===== src/rtl/vga_pkg.sv =====
// rtl/vga_pkg.sv - shared mode encodings, default 640x480@60 timing and colour helpers
package vga_pkg;

  localparam logic [1:0] MODE_1X = 2'b00;
  localparam logic [1:0] MODE_2X = 2'b01;
  localparam logic [1:0] MODE_4X = 2'b10;

  localparam int DEF_H_ACTIVE     = 640;
  localparam int DEF_H_SYNC_START = 659;
  localparam int DEF_H_SYNC_END   = 754;
  localparam int DEF_H_TOTAL      = 800;
  localparam int DEF_V_ACTIVE     = 480;
  localparam int DEF_V_SYNC_START = 493;
  localparam int DEF_V_SYNC_END   = 494;
  localparam int DEF_V_TOTAL      = 525;

  // Centred window start; an oversized window clips to the active edge.
  function automatic int win_lo(input int active, input int size);
    return (size > active) ? 0 : ((active - size) >> 1);
  endfunction

  function automatic int win_hi(input int active, input int size);
    return (size > active) ? active : (win_lo(active, size) + size);
  endfunction

  // Fill 10 DAC bits by repeating the channel from its MSB downwards.
  function automatic logic [9:0] expand_colour(input logic [15:0] c, input int w);
    logic [9:0] r;
    r = '0;
    for (int i = 0; i < 10; i++) begin
      r[9-i] = c[w-1-(i%w)];
    end
    return r;
  endfunction

endpackage


===== src/rtl/vga_timing_gen.sv =====
// rtl/vga_timing_gen.sv - x/y raster counters, raw sync/active levels and frame_start
module vga_timing_gen #(
  parameter int H_ACTIVE     = 640,
  parameter int H_SYNC_START = 659,
  parameter int H_SYNC_END   = 754,
  parameter int H_TOTAL      = 800,
  parameter int V_ACTIVE     = 480,
  parameter int V_SYNC_START = 493,
  parameter int V_SYNC_END   = 494,
  parameter int V_TOTAL      = 525,
  parameter bit HS_POL       = 1'b0,
  parameter bit VS_POL       = 1'b0,
  parameter int XW           = $clog2(H_TOTAL),
  parameter int YW           = $clog2(V_TOTAL)
) (
  input  logic          vga_clock,
  input  logic          resetn,
  output logic [XW-1:0] x,
  output logic [YW-1:0] y,
  output logic          frame_start,
  output logic          frame_end,
  output logic          hsync,
  output logic          vsync,
  output logic          active
);

  logic started;

  assign frame_end = (x == XW'(H_TOTAL - 1)) && (y == YW'(V_TOTAL - 1));
  assign hsync  = (x >= XW'(H_SYNC_START) && x <= XW'(H_SYNC_END)) ? HS_POL : ~HS_POL;
  assign vsync  = (y >= YW'(V_SYNC_START) && y <= YW'(V_SYNC_END)) ? VS_POL : ~VS_POL;
  assign active = (x < XW'(H_ACTIVE)) && (y < YW'(V_ACTIVE));

  // The first cycle after reset release holds (0,0) so frame_start marks it.
  always_ff @(posedge vga_clock or negedge resetn) begin
    if (!resetn) begin
      x           <= '0;
      y           <= '0;
      started     <= 1'b0;
      frame_start <= 1'b0;
    end else if (!started) begin
      started     <= 1'b1;
      frame_start <= 1'b1;
    end else begin
      frame_start <= frame_end;
      if (x == XW'(H_TOTAL - 1)) begin
        x <= '0;
        y <= (y == YW'(V_TOTAL - 1)) ? '0 : y + YW'(1);
      end else begin
        x <= x + XW'(1);
      end
    end
  end

endmodule


===== src/rtl/vga_scaler_controller.sv =====
// rtl/vga_scaler_controller.sv - scaled framebuffer scan-out with border fill and DAC-aligned pipeline
module vga_scaler_controller
  import vga_pkg::*;
#(
  parameter int H_ACTIVE     = DEF_H_ACTIVE,
  parameter int H_SYNC_START = DEF_H_SYNC_START,
  parameter int H_SYNC_END   = DEF_H_SYNC_END,
  parameter int H_TOTAL      = DEF_H_TOTAL,
  parameter int V_ACTIVE     = DEF_V_ACTIVE,
  parameter int V_SYNC_START = DEF_V_SYNC_START,
  parameter int V_SYNC_END   = DEF_V_SYNC_END,
  parameter int V_TOTAL      = DEF_V_TOTAL,
  parameter bit HS_POL       = 1'b0,
  parameter bit VS_POL       = 1'b0,
  parameter int FB_W         = 160,
  parameter int FB_H         = 120,
  parameter int ADDR_W       = 15,
  parameter int COLOR_W      = 8,
  parameter int MEM_LATENCY  = 1
) (
  input  logic                   vga_clock,
  input  logic                   resetn,
  input  logic [1:0]             mode_sel,
  input  logic [3*COLOR_W-1:0]   border_colour,
  input  logic [3*COLOR_W-1:0]   pixel_colour,
  output logic [ADDR_W-1:0]      memory_address,
  output logic                   mem_rd_en,
  output logic                   frame_start,
  output logic [9:0]             VGA_R,
  output logic [9:0]             VGA_G,
  output logic [9:0]             VGA_B,
  output logic                   VGA_HS,
  output logic                   VGA_VS,
  output logic                   VGA_BLANK,
  output logic                   VGA_SYNC,
  output logic                   VGA_CLK
);

  localparam int XW = $clog2(H_TOTAL);
  localparam int YW = $clog2(V_TOTAL);
  localparam int D  = MEM_LATENCY;

  logic [XW-1:0] x, x_lo, x_hi, x_last;
  logic [YW-1:0] y, y_lo, y_hi;
  logic          frame_end, hsync, vsync, active;
  logic [1:0]    mode_s1, mode_s2, eff_mode, sub_max;
  logic [ADDR_W-1:0] row_base, col_addr, cur_col;
  logic [1:0]    sub_x, sub_y, cur_sub;
  logic          in_window, line_start;
  logic [D-1:0]  hs_pipe, vs_pipe, act_pipe, win_pipe;
  logic [3*COLOR_W-1:0] colour_sel;

  vga_timing_gen #(
    .H_ACTIVE(H_ACTIVE), .H_SYNC_START(H_SYNC_START), .H_SYNC_END(H_SYNC_END), .H_TOTAL(H_TOTAL),
    .V_ACTIVE(V_ACTIVE), .V_SYNC_START(V_SYNC_START), .V_SYNC_END(V_SYNC_END), .V_TOTAL(V_TOTAL),
    .HS_POL(HS_POL), .VS_POL(VS_POL), .XW(XW), .YW(YW)
  ) u_timing (
    .vga_clock  (vga_clock),
    .resetn     (resetn),
    .x          (x),
    .y          (y),
    .frame_start(frame_start),
    .frame_end  (frame_end),
    .hsync      (hsync),
    .vsync      (vsync),
    .active     (active)
  );

  // Window bounds are elaboration-time constants per mode; only the mux is logic.
  always_comb begin
    x_lo    = XW'(win_lo(H_ACTIVE, FB_W << 1));
    x_hi    = XW'(win_hi(H_ACTIVE, FB_W << 1));
    y_lo    = YW'(win_lo(V_ACTIVE, FB_H << 1));
    y_hi    = YW'(win_hi(V_ACTIVE, FB_H << 1));
    sub_max = 2'd1;
    case (eff_mode)
      MODE_1X: begin
        x_lo    = XW'(win_lo(H_ACTIVE, FB_W));
        x_hi    = XW'(win_hi(H_ACTIVE, FB_W));
        y_lo    = YW'(win_lo(V_ACTIVE, FB_H));
        y_hi    = YW'(win_hi(V_ACTIVE, FB_H));
        sub_max = 2'd0;
      end
      MODE_4X: begin
        x_lo    = XW'(win_lo(H_ACTIVE, FB_W << 2));
        x_hi    = XW'(win_hi(H_ACTIVE, FB_W << 2));
        y_lo    = YW'(win_lo(V_ACTIVE, FB_H << 2));
        y_hi    = YW'(win_hi(V_ACTIVE, FB_H << 2));
        sub_max = 2'd3;
      end
      default: ;
    endcase
  end

  assign x_last     = x_hi - XW'(1);
  assign in_window  = (x >= x_lo) && (x < x_hi) && (y >= y_lo) && (y < y_hi);
  assign line_start = (x == x_lo);
  assign cur_col    = line_start ? row_base : col_addr;
  assign cur_sub    = line_start ? 2'd0 : sub_x;

  assign memory_address = in_window ? cur_col : '0;
  assign mem_rd_en      = in_window;
  assign VGA_SYNC       = 1'b1;
  assign VGA_CLK        = vga_clock;

  always_ff @(posedge vga_clock or negedge resetn) begin
    if (!resetn) begin
      mode_s1  <= MODE_2X;
      mode_s2  <= MODE_2X;
      eff_mode <= MODE_2X;
      row_base <= '0;
      col_addr <= '0;
      sub_x    <= '0;
      sub_y    <= '0;
    end else begin
      mode_s1 <= mode_sel;
      mode_s2 <= mode_s1;
      if (frame_end) begin
        eff_mode <= (mode_s2 == MODE_1X || mode_s2 == MODE_4X) ? mode_s2 : MODE_2X;
        row_base <= '0;
        sub_y    <= '0;
      end else if (in_window) begin
        if (cur_sub == sub_max) begin
          sub_x    <= 2'd0;
          col_addr <= cur_col + ADDR_W'(1);
        end else begin
          sub_x    <= cur_sub + 2'd1;
          col_addr <= cur_col;
        end
        if (x == x_last) begin
          if (sub_y == sub_max) begin
            sub_y    <= 2'd0;
            row_base <= row_base + ADDR_W'(FB_W);
          end else begin
            sub_y <= sub_y + 2'd1;
          end
        end
      end
    end
  end

  // Stage D-1 lines up with pixel_colour for the same pixel.
  always_comb begin
    colour_sel = '0;
    if (win_pipe[D-1])
      colour_sel = pixel_colour;
    else if (act_pipe[D-1])
      colour_sel = border_colour;
  end

  always_ff @(posedge vga_clock or negedge resetn) begin
    if (!resetn) begin
      hs_pipe   <= {D{~HS_POL}};
      vs_pipe   <= {D{~VS_POL}};
      act_pipe  <= '0;
      win_pipe  <= '0;
      VGA_HS    <= ~HS_POL;
      VGA_VS    <= ~VS_POL;
      VGA_BLANK <= 1'b0;
      VGA_R     <= '0;
      VGA_G     <= '0;
      VGA_B     <= '0;
    end else begin
      hs_pipe[0]  <= hsync;
      vs_pipe[0]  <= vsync;
      act_pipe[0] <= active;
      win_pipe[0] <= in_window;
      for (int i = 1; i < D; i++) begin
        hs_pipe[i]  <= hs_pipe[i-1];
        vs_pipe[i]  <= vs_pipe[i-1];
        act_pipe[i] <= act_pipe[i-1];
        win_pipe[i] <= win_pipe[i-1];
      end
      VGA_HS    <= hs_pipe[D-1];
      VGA_VS    <= vs_pipe[D-1];
      VGA_BLANK <= act_pipe[D-1];
      VGA_R     <= expand_colour(16'(colour_sel[3*COLOR_W-1 -: COLOR_W]), COLOR_W);
      VGA_G     <= expand_colour(16'(colour_sel[2*COLOR_W-1 -: COLOR_W]), COLOR_W);
      VGA_B     <= expand_colour(16'(colour_sel[COLOR_W-1 -: COLOR_W]), COLOR_W);
    end
  end

endmodule

===== config.mk =====
export PLATFORM = sky130hd
export DESIGN_NAME = vga_scaler_controller
export DESIGN_NICKNAME = d
export VERILOG_FILES = /design/src/rtl/vga_pkg.sv /design/src/rtl/vga_timing_gen.sv /design/src/rtl/vga_scaler_controller.sv
export SDC_FILE = /design/constraint.sdc
export NUM_CORES = 1
export LEC_CHECK = 0
export ABC_AREA = 1
export BUFFER_PORTS_ARGS = -buffer_cell sky130_fd_sc_hd__buf_2
export CORE_ASPECT_RATIO = 1.4
export CORE_MARGIN = 10
export CORE_UTILIZATION = 50
export DETAILED_ROUTE_END_ITERATION = 7
export HOLD_SLACK_MARGIN = 0.08
export PLACE_DENSITY = 0.88
export RECOVER_POWER = 50
export SKIP_CTS_REPAIR_TIMING = 1
export SYNTH_ARGS = -nofsm -noshare
export SYNTH_HDL_FRONTEND = slang
export SYNTH_SLANG_ARGS = --single-unit
export TNS_END_PERCENT = 10

===== constraint.sdc =====
create_clock -name vga_clock -period 2.4 [get_ports vga_clock]
set_input_delay 0.36 -clock vga_clock [delete_from_list [all_inputs] [get_ports vga_clock]]
set_output_delay 0.36 -clock vga_clock [all_outputs]
set_load 0.01 [all_outputs]

-- Yosys cells after proc, flatten, opt, wreduce, memory -nomap -nowiden
Index checks and enable logic that the tools add are counted.
- memory bits (writable): 0
- output and inout port bits: 52
- bits in latches: 0
- bits in read-only memories: 0
- memories kept: 0
- input port bits: 52
- register bits after elaboration: 99
- shift-type cells: 0
- reductions and logical operators: 17
- magnitude comparators: 10
- div/mod/pow operators: 0
- multiply operators: 0
- multiplexer cells: 26
- bitwise operators: 1
- equal/unequal tests: 8
- add/subtract/negate cells: 7
- operators by type and width (cell ; count):
    2-to-1 mux 15 bit ; 7
    2-to-1 mux 24 bit ; 2
    one-hot mux 8 bit (2 select lines) ; 3
    adder 10 x 1 -> 10 bit (second input constant) ; 2
    == test 10 bit ; 2
    == test 10 bit (second input constant) ; 2
    >= comparator 10 bit ; 2
    less-than comparator 10 bit ; 2
    2-to-1 mux 10 bit ; 2
    one-hot mux 10 bit (2 select lines) ; 1
    adder 15 x 1 -> 15 bit (second input constant) ; 1
    adder 15 x 8 -> 15 bit (second input constant) ; 1
    2-to-1 mux 2 bit ; 7
    >= comparator 10 bit (second input constant) ; 1
    >= comparator 10 x 9 -> 1 bit (second input constant) ; 1
    less-or-equal comparator 10 bit (second input constant) ; 1
    less-or-equal comparator 10 x 9 -> 1 bit (second input constant) ; 1
    less-than comparator 10 bit (second input constant) ; 1
    less-than comparator 10 x 9 -> 1 bit (second input constant) ; 1
    subtractor 10 x 1 -> 10 bit (second input constant) ; 1
    logical AND 1 bit ; 7
    AND reduction 2 bit ; 3
    nonzero test 2 bit ; 3
    adder 2 x 1 -> 2 bit (second input constant) ; 2
    8 further kinds ; 13

-- Longest topological paths before layout
Gate-level depths: netlist of run 1.
- depth in word-level cells: 8
- gate-level depth with buffers: 16

-- Modules after synthesis
From an unflattened synthesis of run 1, not the netlist that was laid out.
- cells, all modules: 722
- area, all modules: 5440.2 µm²
- by module, submodules not included (module ; cells an instance ; area an instance (µm²) ; seq. area each (µm²) ; instances):
    vga_scaler_controller ; 532 ; 4022.6 ; 1660.3 ; 1
    vga_timing_gen ; 190 ; 1417.6 ; 550.5 ; 1

==> results of run 1 <==
[worst max path at each step]
stage / startpoint / to / slack (ns) / cells past startpoint
after floorplan: eff_mode[1] / memory_address[2] / -0.03 / 13
after global placement: eff_mode[0] / memory_address[14] / 0.07 / 12
after detailed placement: eff_mode[0] / row_base[7] / 0.01 / 15
after CTS: eff_mode[0] / memory_address[2] / -0.57 / 13
after global routing: eff_mode[0] / memory_address[2] / -0.80 / 14
final: eff_mode[0] / memory_address[4] / -0.64 / 14
[routing by layer]
metal | vias to the layer above | GRT usage | routed length [µm] | part of all wire
li1 | 2421 | - | - | -
met1 | 2395 | 0.200 | 5390 | 0.34
met2 | 288 | 0.346 | 8570 | 0.53
met3 | 93 | 0.0459 | 1090 | 0.068
met4 | 0 | 0.122 | 1000 | 0.062
met5 | - | 0 | 0 | 0
[kinds of logic after synthesis]
kind of cell / share of synthesized area
other cells: 0.000723
xor+xnor: 0.0287
compound gates: 0.0676
flops: 0.426
fa+ha+maj: 0.0410
buf+inv: 0.0808
simple gates: 0.355
[registers in the layout, summed over array words and instances, names as in the netlist]
register              cells
VGA_B                     8
VGA_BLANK                 1
VGA_G                     8
VGA_HS                    1
VGA_R                     8
VGA_VS                    1
act_pipe                  1
col_addr                 15
eff_mode                  2
hs_pipe                   1
mode_s1                   2
mode_s2                   2
row_base                 10
sub_x                     2
sub_y                     2
u_timing.frame_start      1
u_timing.started          1
u_timing.x               10
u_timing.y               10
vs_pipe                   1
win_pipe                  1
[worst max-delay path: cells and delay by family, from the launching register on]
kind	cells	cell delay (ns)
buffers and inverters	5	0.56
AO/OA/AOI/OAI	2	0.17
flip-flops	1	0.56
AND/OR/NAND/NOR	6	0.71
adder cells (fa/ha/maj)	1	0.21
[synthesized netlist by cell type, types with 3 or more instances]
cell type    n  area [µm²]
xnor2_1      7        61.3
buf_6        4        45.0
a21oi_1     18        90.1
nor2_1      54         203
buf_2        5        25.0
inv_2        6        22.5
buf_4        8        60.1
o22ai_1      3        18.8
nand2_1    201         754
nand2_4      3        33.8
dfstp_2      7         184
o21ai_0     23         115
nor2_2       7        43.8
xor2_1      10        87.6
dfrtp_1     81        2030
inv_1       58         218
nand3_1     68         340
nor3_1      13        65.1
nand2_2     17         106
nor2_4      10         113
clkbuf_1     8        30.0
nand4_1     15        93.8
o21ai_1     10        50.1
ha_1        17         213
[through the flow]
step | instances | power (µW)
6_report | 943 | 3840
5_1_grt | 943 | 3990
4_1_cts | 929 | 3850
3_5_place_dp | 910 | 2070
3_3_place_gp | 910 | 2060
2_1_floorplan | 675 | 1900
[power breakdown]
| group | internal, µW | total [µW] | switching, µW |
|---|---|---|---|
| clock network | 1140 | 1790 | 653 |
| logic | 146 | 425 | 278 |
| registers | 1550 | 1620 | 69.8 |
| total | 2840 | 3840 | 1000 |
[cells in the final DEF, fill, tap and decap left out, drive strengths merged, types with 3 or more instances in the layout]
cell         instances
xor2                10
clkbuf              19
ha                  17
o21ai               33
clkinv               4
nand4               15
nand2              221
a21oi               19
inv                 64
o22ai                3
nand3               71
or2                  3
xnor2                7
dlygate4sd3          3
buf                131
dfrtp               81
dfstp                7
nor3                14
nor2                71
[final cells by class]
type | count | share of cell area
Clock buffer | 14 | 0.0471
Clock inverter | 6 | 0.0143
Inverter | 65 | 0.0376
Multi-Input combinational cell | 496 | 0.405
Sequential cell | 88 | 0.337
Tap cell | 135 | 0.0257
Timing Repair Buffer | 139 | 0.134
==> results_dict.tcl, run 1 <==
set metrics [dict create \
    cp.arrival_ns 2.68 \
    crit_fanout 7 \
    layout.nets 872 \
    worstMarginPinSlew_ns 1.07 \
    gr-total-overflow 0 \
    fin_setup_tns_ns -14.66 \
    hold_viol 0 \
    die_x_um 106 \
    gp_congestion 0.968 \
    holdPathStages 3 \
    r2r_start "eff_mode[0]" \
    start_kind "flip-flop" \
    finalSetupViolCount 39 \
    async_reset_ff_frac 1.00 \
    reg2reg_depth 17 \
    path_class "flip-flop to output pin" \
    design.die.area_mm2 0.0149 \
    start_util 0.518 \
    avgSynthCellArea_um2 7.69 \
    hp-class "input port to flip-flop" \
    ys.warnings.count 0 \
    fill_cells 783 \
    required_ns 2.04 \
    rows 43 \
    hold_start "pixel_colour[22]" \
    antenna_left 0 \
    p_leak_uw 0.00328 \
    dpl.hpwl_um 10500 \
    antenna_cells 0 \
    cp_slowest_stage_delay_ns 0.56 \
    clkTransAtPathRegs_ns 0.07 \
    vias_per_cell 5.51 \
    grt_pass1_wl_um 23500 \
    clock_latency_ns 0.46 \
    grt_pass1_vias 4903 \
    coreArea_mm2 0.0100 \
    antenna_found_initial 0 \
    dpl_cell_area_mm2 0.00592 \
    grt_start_max_net_pins 45 \
    slowest_stage "dfstp_2" \
    first_iter_violations 562 \
    endpoint_kind "output pin" \
    utilization 0.656 \
    synth_edf_count 0 \
    whs_ns 0.0909 \
    synthFlopType "dfrtp_1" \
    die_h_um 141 \
    synthToLayoutAreaGrowth_pct 26.5 \
    fin_area_mm2 0.00656 \
    final_max_slew_viol_count 0 \
    dp_slack_ns 0.0103 \
    wl_per_cell_um 17.0 \
    finalWorstSetupSlack_ns -0.635 \
    yosysSeqAreaShare 0.426 \
    pin_count 104 \
    vdd_drop_max_uv 671 \
    rsz0062_at_grt "yes" \
    firstDrtPassIters 7 \
    final_layout_size_suffix_gt1_frac 0.280 \
    clock_skew_ns 0.00680 \
    multi_input_area_mm2 0.00266 \
    fmax_mhz 329 \
    vias 5197 \
    crit_path_cell_trace "inv_4 -> nand2_4 -> ha_4 -> inv_1 -> o21bai_1 -> inv_1 -> o21ai_1 -> nor2_1 -> nand2_1 -> nor2_2 -> nand2_4 -> clkbuf_16 -> nor2_1 -> buf_2" \
    p_per_area_mw_per_mm2 585 \
    worstHoldEndpoint "VGA_R[8]" \
    grt_usage 0.195 \
    violations "setup timing" \
    drc 0 \
    status "finished, violations left" \
    slew_headroom 0.284 \
    io_buffers 102 \
    period_minus_slack_ns 3.04 \
    syn_inst 674 \
    syn_area_mm2 0.00519 \
    wl_um 16100 \
    area.sequential_mm2 0.00221 \
    ys_types 42 \
    rrSetupSlack_ns -0.40 \
    cts_tree "built" \
    yosys_register_bits 88 \
    timing.final.crit_share 1.26 \
    drv_cap 0 \
    r2r_end "row_base[14]" \
]
Power figures use the tool's default switching activity.
==> run 2, diff against run 1 <==
--- a/config.mk
+++ b/config.mk
@@ -14,7 +14,7 @@
 export HOLD_SLACK_MARGIN = 0.08
 export PLACE_DENSITY = 0.88
 export RECOVER_POWER = 50
-export SKIP_CTS_REPAIR_TIMING = 1
+export REMOVE_ABC_BUFFERS = 1
 export SYNTH_ARGS = -nofsm -noshare
 export SYNTH_HDL_FRONTEND = slang
 export SYNTH_SLANG_ARGS = --single-unit
==> run 2 against run 1 <==
Against the previous run:
- the flow still finishes with violations (setup timing)
- combinational power is 1% higher
- clock skew is 0.00064 ns higher
- via count is 2.3% lower
- critical endpoint is now mem_rd_en
- critical path depth is 1 lower
- routed wire length is 7.7% lower
==> results_dict.tcl, run 2 (same netlist as run 1, synthesis figures left out) <==
set metrics [dict create \
    status "finished, violations left" \
    violations "setup timing" \
    required_ns 2.04 \
    largest_reg_flops 15 \
    post-place-cells 915 \
    dpl.hpwl_um 10300 \
    endpoint_kind "output pin" \
    vias_per_cell 5.38 \
    slew_headroom 0.119 \
    drc 0 \
    coreArea_mm2 0.0100 \
    antenna_found_initial 0 \
    wl_um 14800 \
    cp.arrival_ns 2.49 \
    mostFrequentLayoutCell "nand2_1" \
    design.die.area_mm2 0.0149 \
    timing.final.crit_share 1.19 \
    cts_tree "built" \
    rows 43 \
    p_per_area_mw_per_mm2 570 \
    reg2reg_depth 14 \
    vdd_drop_max_uv 400 \
    clkTransAtPathRegs_ns 0.07 \
    rsz0062_at_grt "yes" \
    final_cells 944 \
    wl_per_cell_um 15.7 \
    die_x_um 106 \
    gr-total-overflow 0 \
    r2r_start "eff_mode[0]" \
    grt_pass1_vias 5203 \
    pin_count 104 \
    vias 5080 \
    r2r_end "row_base[14]" \
    grt_pass1_wl_um 24300 \
    crit_fanout 6 \
    first_iter_violations 442 \
    rrSetupSlack_ns -0.28 \
    die_h_um 141 \
    setup.worst_path.end "mem_rd_en" \
    path_class "flip-flop to output pin" \
    fmax_mhz 351 \
    regMostFlops "col_addr" \
    drv_cap 0 \
    firstDrtPassIters 6 \
    design_power_total_uw 3700 \
    antenna_cells 0 \
    start_kind "flip-flop" \
    grt_start_max_net_pins 56 \
    period_minus_slack_ns 2.85 \
    clock_skew_ns 0.00745 \
    antenna_left 0 \
    clock_latency_ns 0.46 \
    grt_usage 0.198 \
    final_layout_size_suffix_gt1_frac 0.283 \
    layout.nets 873 \
    synthToLayoutAreaGrowth_pct 25.3 \
    hold_viol 0 \
    final_max_slew_viol_count 0 \
    multi_input_area_mm2 0.00264 \
    gp_congestion 0.957 \
    worstMarginPinSlew_ns 1.32 \
    crit_start "eff_mode[0]" \
    final_cell_mix "nand2_1, buf_2, dfrtp_1" \
    area.sequential_mm2 0.00221 \
    fill_cells 784 \
    hold_start "pixel_colour[22]" \
    finalWorstSetupSlack_ns -0.447 \
    finalSetupViolCount 27 \
    p_leak_uw 0.00326 \
    holdPathStages 3 \
    hp-class "input port to flip-flop" \
    start_util 0.518 \
    io_buffers 102 \
]
-- run 2: cell types whose count changed in the layout (fill, tap and decap cells not counted), moves of 3 or more --
cell and delta:
a21oi_1 +3, buf_4 +4, clkbuf_16 -3, inv_8 +4
-- run 2: through the flow --
stage          utilization  worst slack [ns]  cell area [µm²]  setup TNS, ns  hold slack [ns]
2_1_floorplan            -            -0.345             5010          -4.50           0.0644
4_1_cts              0.649            -0.356             6490          -6.65           0.0838
6_report             0.649            -0.447             6500          -8.78           0.0885
3_5_place_dp         0.595           -0.0322             5950         -0.190            0.335
3_3_place_gp         0.595            0.0290             5950              0            0.337
5_1_grt              0.649            -0.524             6500         -12.82           0.0964
-- run 2: repair_timing --
action                                  CTS  global route
endpoints found under the hold margin    50             0
cloned                                    1             0
setup buffers                             5             1
endpoints found under the setup margin   26            47
gates resized for setup                  12             7
hold buffers                              3             0
pin swaps                                 2             3
-- run 2: final cells by class --
cell class	instances	area share
Timing Repair Buffer	140	0.131
Tap cell	135	0.0260
Sequential cell	88	0.340
Inverter	65	0.0379
Multi-Input combinational cell	496	0.407
Clock inverter	7	0.0108
Clock buffer	13	0.0470
-- run 2: critical path: stages, from the launching register on --
cell and delay [ns]:
dfstp_2 0.56, inv_4 0.07, buf_4 0.16, ha_4 0.26, nand2_1 0.08, nor3_2 0.20, nor2_1 0.06, nand2_1 0.09
nor2_1 0.06, nand2_2 0.10, buf_4 0.13, inv_2 0.04, buf_4 0.13, buf_6 0.11
-- run 2: how the worst min path moves through the flow --
stage	endpoint	slack (ns)
2_1_floorplan	VGA_BLANK	0.06
3_3_place_gp	mode_s2[1]	0.34
3_5_place_dp	mode_s2[1]	0.33
4_1_cts	VGA_R[8]	0.08
5_1_grt	VGA_G[5]	0.1
6_report	VGA_R[8]	0.09
-- run 2: metal layers --
metal	GRT usage	wire length, µm	vias up
li1	-	-	2423
met1	0.201	5240	2369
met2	0.358	8010	226
met3	0.0390	893	62
met4	0.131	679	0
met5	0	0	-
-- run 2: power by group --
group          switching [µW]  internal [µW]
clock network             703            958
logic                     276            154
registers                61.3           1550
==> run 3, diff against run 2 <==
--- a/config.mk
+++ b/config.mk
@@ -9,10 +9,10 @@
 export BUFFER_PORTS_ARGS = -buffer_cell sky130_fd_sc_hd__buf_2
 export CORE_ASPECT_RATIO = 1.4
 export CORE_MARGIN = 10
-export CORE_UTILIZATION = 50
+export CORE_UTILIZATION = 56
 export DETAILED_ROUTE_END_ITERATION = 7
 export HOLD_SLACK_MARGIN = 0.08
-export PLACE_DENSITY = 0.88
+export PLACE_DENSITY = 0.85
 export RECOVER_POWER = 50
 export REMOVE_ABC_BUFFERS = 1
 export SYNTH_ARGS = -nofsm -noshare
==> constraint.sdc (replaced) <==
create_clock -name vga_clock -period 2.65 [get_ports vga_clock]
set_input_delay 0.3975 -clock vga_clock [delete_from_list [all_inputs] [get_ports vga_clock]]
set_output_delay 0.3975 -clock vga_clock [all_outputs]
set_load 0.01 [all_outputs]
==> run 3 against run 2 <==
Against the previous run:
- the run still ends with setup timing left
- critical endpoint is now memory_address[6]
- clock power fell by 12%
- global-route usage rose by 1.6 points
- combinational power down 11%
- design area shrank 0.69%
==> results_dict.tcl, run 3 (same netlist as run 1, synthesis figures left out) <==
set metrics [dict create \
    violations "setup timing" \
    largest_reg_flops 15 \
    clkTransAtPathRegs_ns 0.06 \
    antenna_left 0 \
    grt_pass1_vias 5132 \
    hp-class "input port to flip-flop" \
    vias_per_cell 5.49 \
    rsz0062_at_grt "yes" \
    mostFrequentLayoutCell "nand2_1" \
    antenna_cells 0 \
    start_util 0.574 \
    clock_skew_ns 0.00879 \
    gr-total-overflow 0 \
    grt_start_max_net_pins 42 \
    gp_congestion 0.934 \
    wl_um 14500 \
    die_h_um 134 \
    regMostFlops "col_addr" \
    worstMarginPinSlew_ns 1.05 \
    fmax_mhz 351 \
    endpoint_kind "output pin" \
    die_x_um 101 \
    vias 4975 \
    path_common_cell "nand2_2" \
    holdPathStages 3 \
    grt_pass1_wl_um 23800 \
    grt_usage 0.214 \
    final_layout_size_suffix_gt1_frac 0.277 \
    utilization 0.715 \
    clock_latency_ns 0.46 \
    timing.final.crit_share 1.07 \
    firstDrtPassIters 7 \
    cp.arrival_ns 2.45 \
    period_minus_slack_ns 2.85 \
    drv_cap 0 \
    rows 41 \
    pin_count 104 \
    io_buffers 102 \
    synthToLayoutAreaGrowth_pct 24.4 \
    cp_slowest_stage_delay_ns 0.57 \
    wl_per_cell_um 16.0 \
    reg2reg_depth 14 \
    start_kind "flip-flop" \
    drc 0 \
    fill_cells 709 \
    layout.nets 863 \
    design.die.area_mm2 0.0136 \
    cts_tree "built" \
    p_per_area_mw_per_mm2 512 \
    slowest_stage "dfstp_2" \
    whs_ns 0.138 \
    vdd_drop_max_uv 621 \
    finalSetupViolCount 16 \
    crit_path_cell_trace "inv_6 -> buf_4 -> nand3_2 -> nand2_2 -> nor2_4 -> nand3_4 -> buf_6 -> nand2_1 -> nand2_2 -> inv_1 -> nor2_1 -> buf_2" \
    finalWorstSetupSlack_ns -0.196 \
    final_cell_mix "nand2_1, buf_2, dfrtp_1" \
    slew_headroom 0.298 \
    status "finished, violations left" \
    coreArea_mm2 0.00903 \
    dp_slack_ns 0.113 \
    post-place-cells 869 \
    path_class "flip-flop to output pin" \
    hold_viol 0 \
    final_max_slew_viol_count 0 \
    required_ns 2.25 \
    first_iter_violations 225 \
    p_leak_uw 0.00321 \
    crit_fanout 14 \
    dpl.hpwl_um 10500 \
    final_cells 906 \
    antenna_found_initial 0 \
]
run 3: cell count changes in the layout (fill, tap and decap cells not counted), sizes merged:
cell,previous run,this run
buf,133,118
clkinv,3,4
clkbuf,16,23
inv,68,65
run 3: final cells by class:
class | count | area, µm² | share of cell area
sequential | 88 | 2210 | 0.343
tap | 107 | 134 | 0.0207
clock inverter | 5 | 41.3 | 0.00640
timing repair buffer | 130 | 792 | 0.123
clock buffer | 15 | 323 | 0.0500
multi-input combinational | 496 | 2700 | 0.418
inverter | 65 | 251 | 0.0390
run 3: final timing paths:
kind                                  from  slack [ns]                 to
hold reg to reg                 mode_s1[1]        0.35         mode_s2[1]
max in group asynchronous           resetn        0.63           win_pipe
min in group asynchronous           resetn        0.67        col_addr[4]
setup reg to reg             u_timing.x[5]        0.21       row_base[13]
hold / removal             pixel_colour[7]        0.14           VGA_B[1]
setup / recovery               eff_mode[0]       -0.20  memory_address[6]
run 3: metrics by stage:
stage	power, µW	cell area (µm²)	setup TNS, ns
CTS	3330	6460	-2.39
floorplan	1690	5010	-0.823
global route	3440	6450	-4.58
detailed placement	1870	5770	0
finish	3300	6450	-2.68
global placement	1850	5770	0
run 3: routing by layer:
layer  up-vias  wire length [µm]  part of all wire  global-route usage
li1       2402                 -                 -                   -
met3        40               643             0.044              0.0360
met4         0               486             0.034               0.115
met1      2372              5200              0.36               0.219
met5         -                 0                 0                   0
met2       161              8130              0.56               0.394
run 3: power by group:
part | leakage, µW | internal, µW | switching, µW
combinational | 0.00191 | 138 | 243
clock | 0.000179 | 872 | 588
sequential | 0.00112 | 1400 | 58.2
run 3: worst max-delay path: cells and delay by family, from the launching register on:
| kind | cells | cell delay, ns |
|---|---|---|
| simple gates | 7 | 0.76 |
| buf+inv | 5 | 0.65 |
| flops | 1 | 0.57 |
run 3: what timing repair did:
| item | CTS | global route |
|---|---|---|
| buffers inserted | 13 | 0 |
| pin swaps | 12 | 3 |
| gates resized for setup | 30 | 9 |
| hold endpoints to repair | 36 | 0 |
| cloned | 2 | 0 |
| hold buffers | 3 | 0 |
| endpoints found under the setup margin | 16 | 27 |
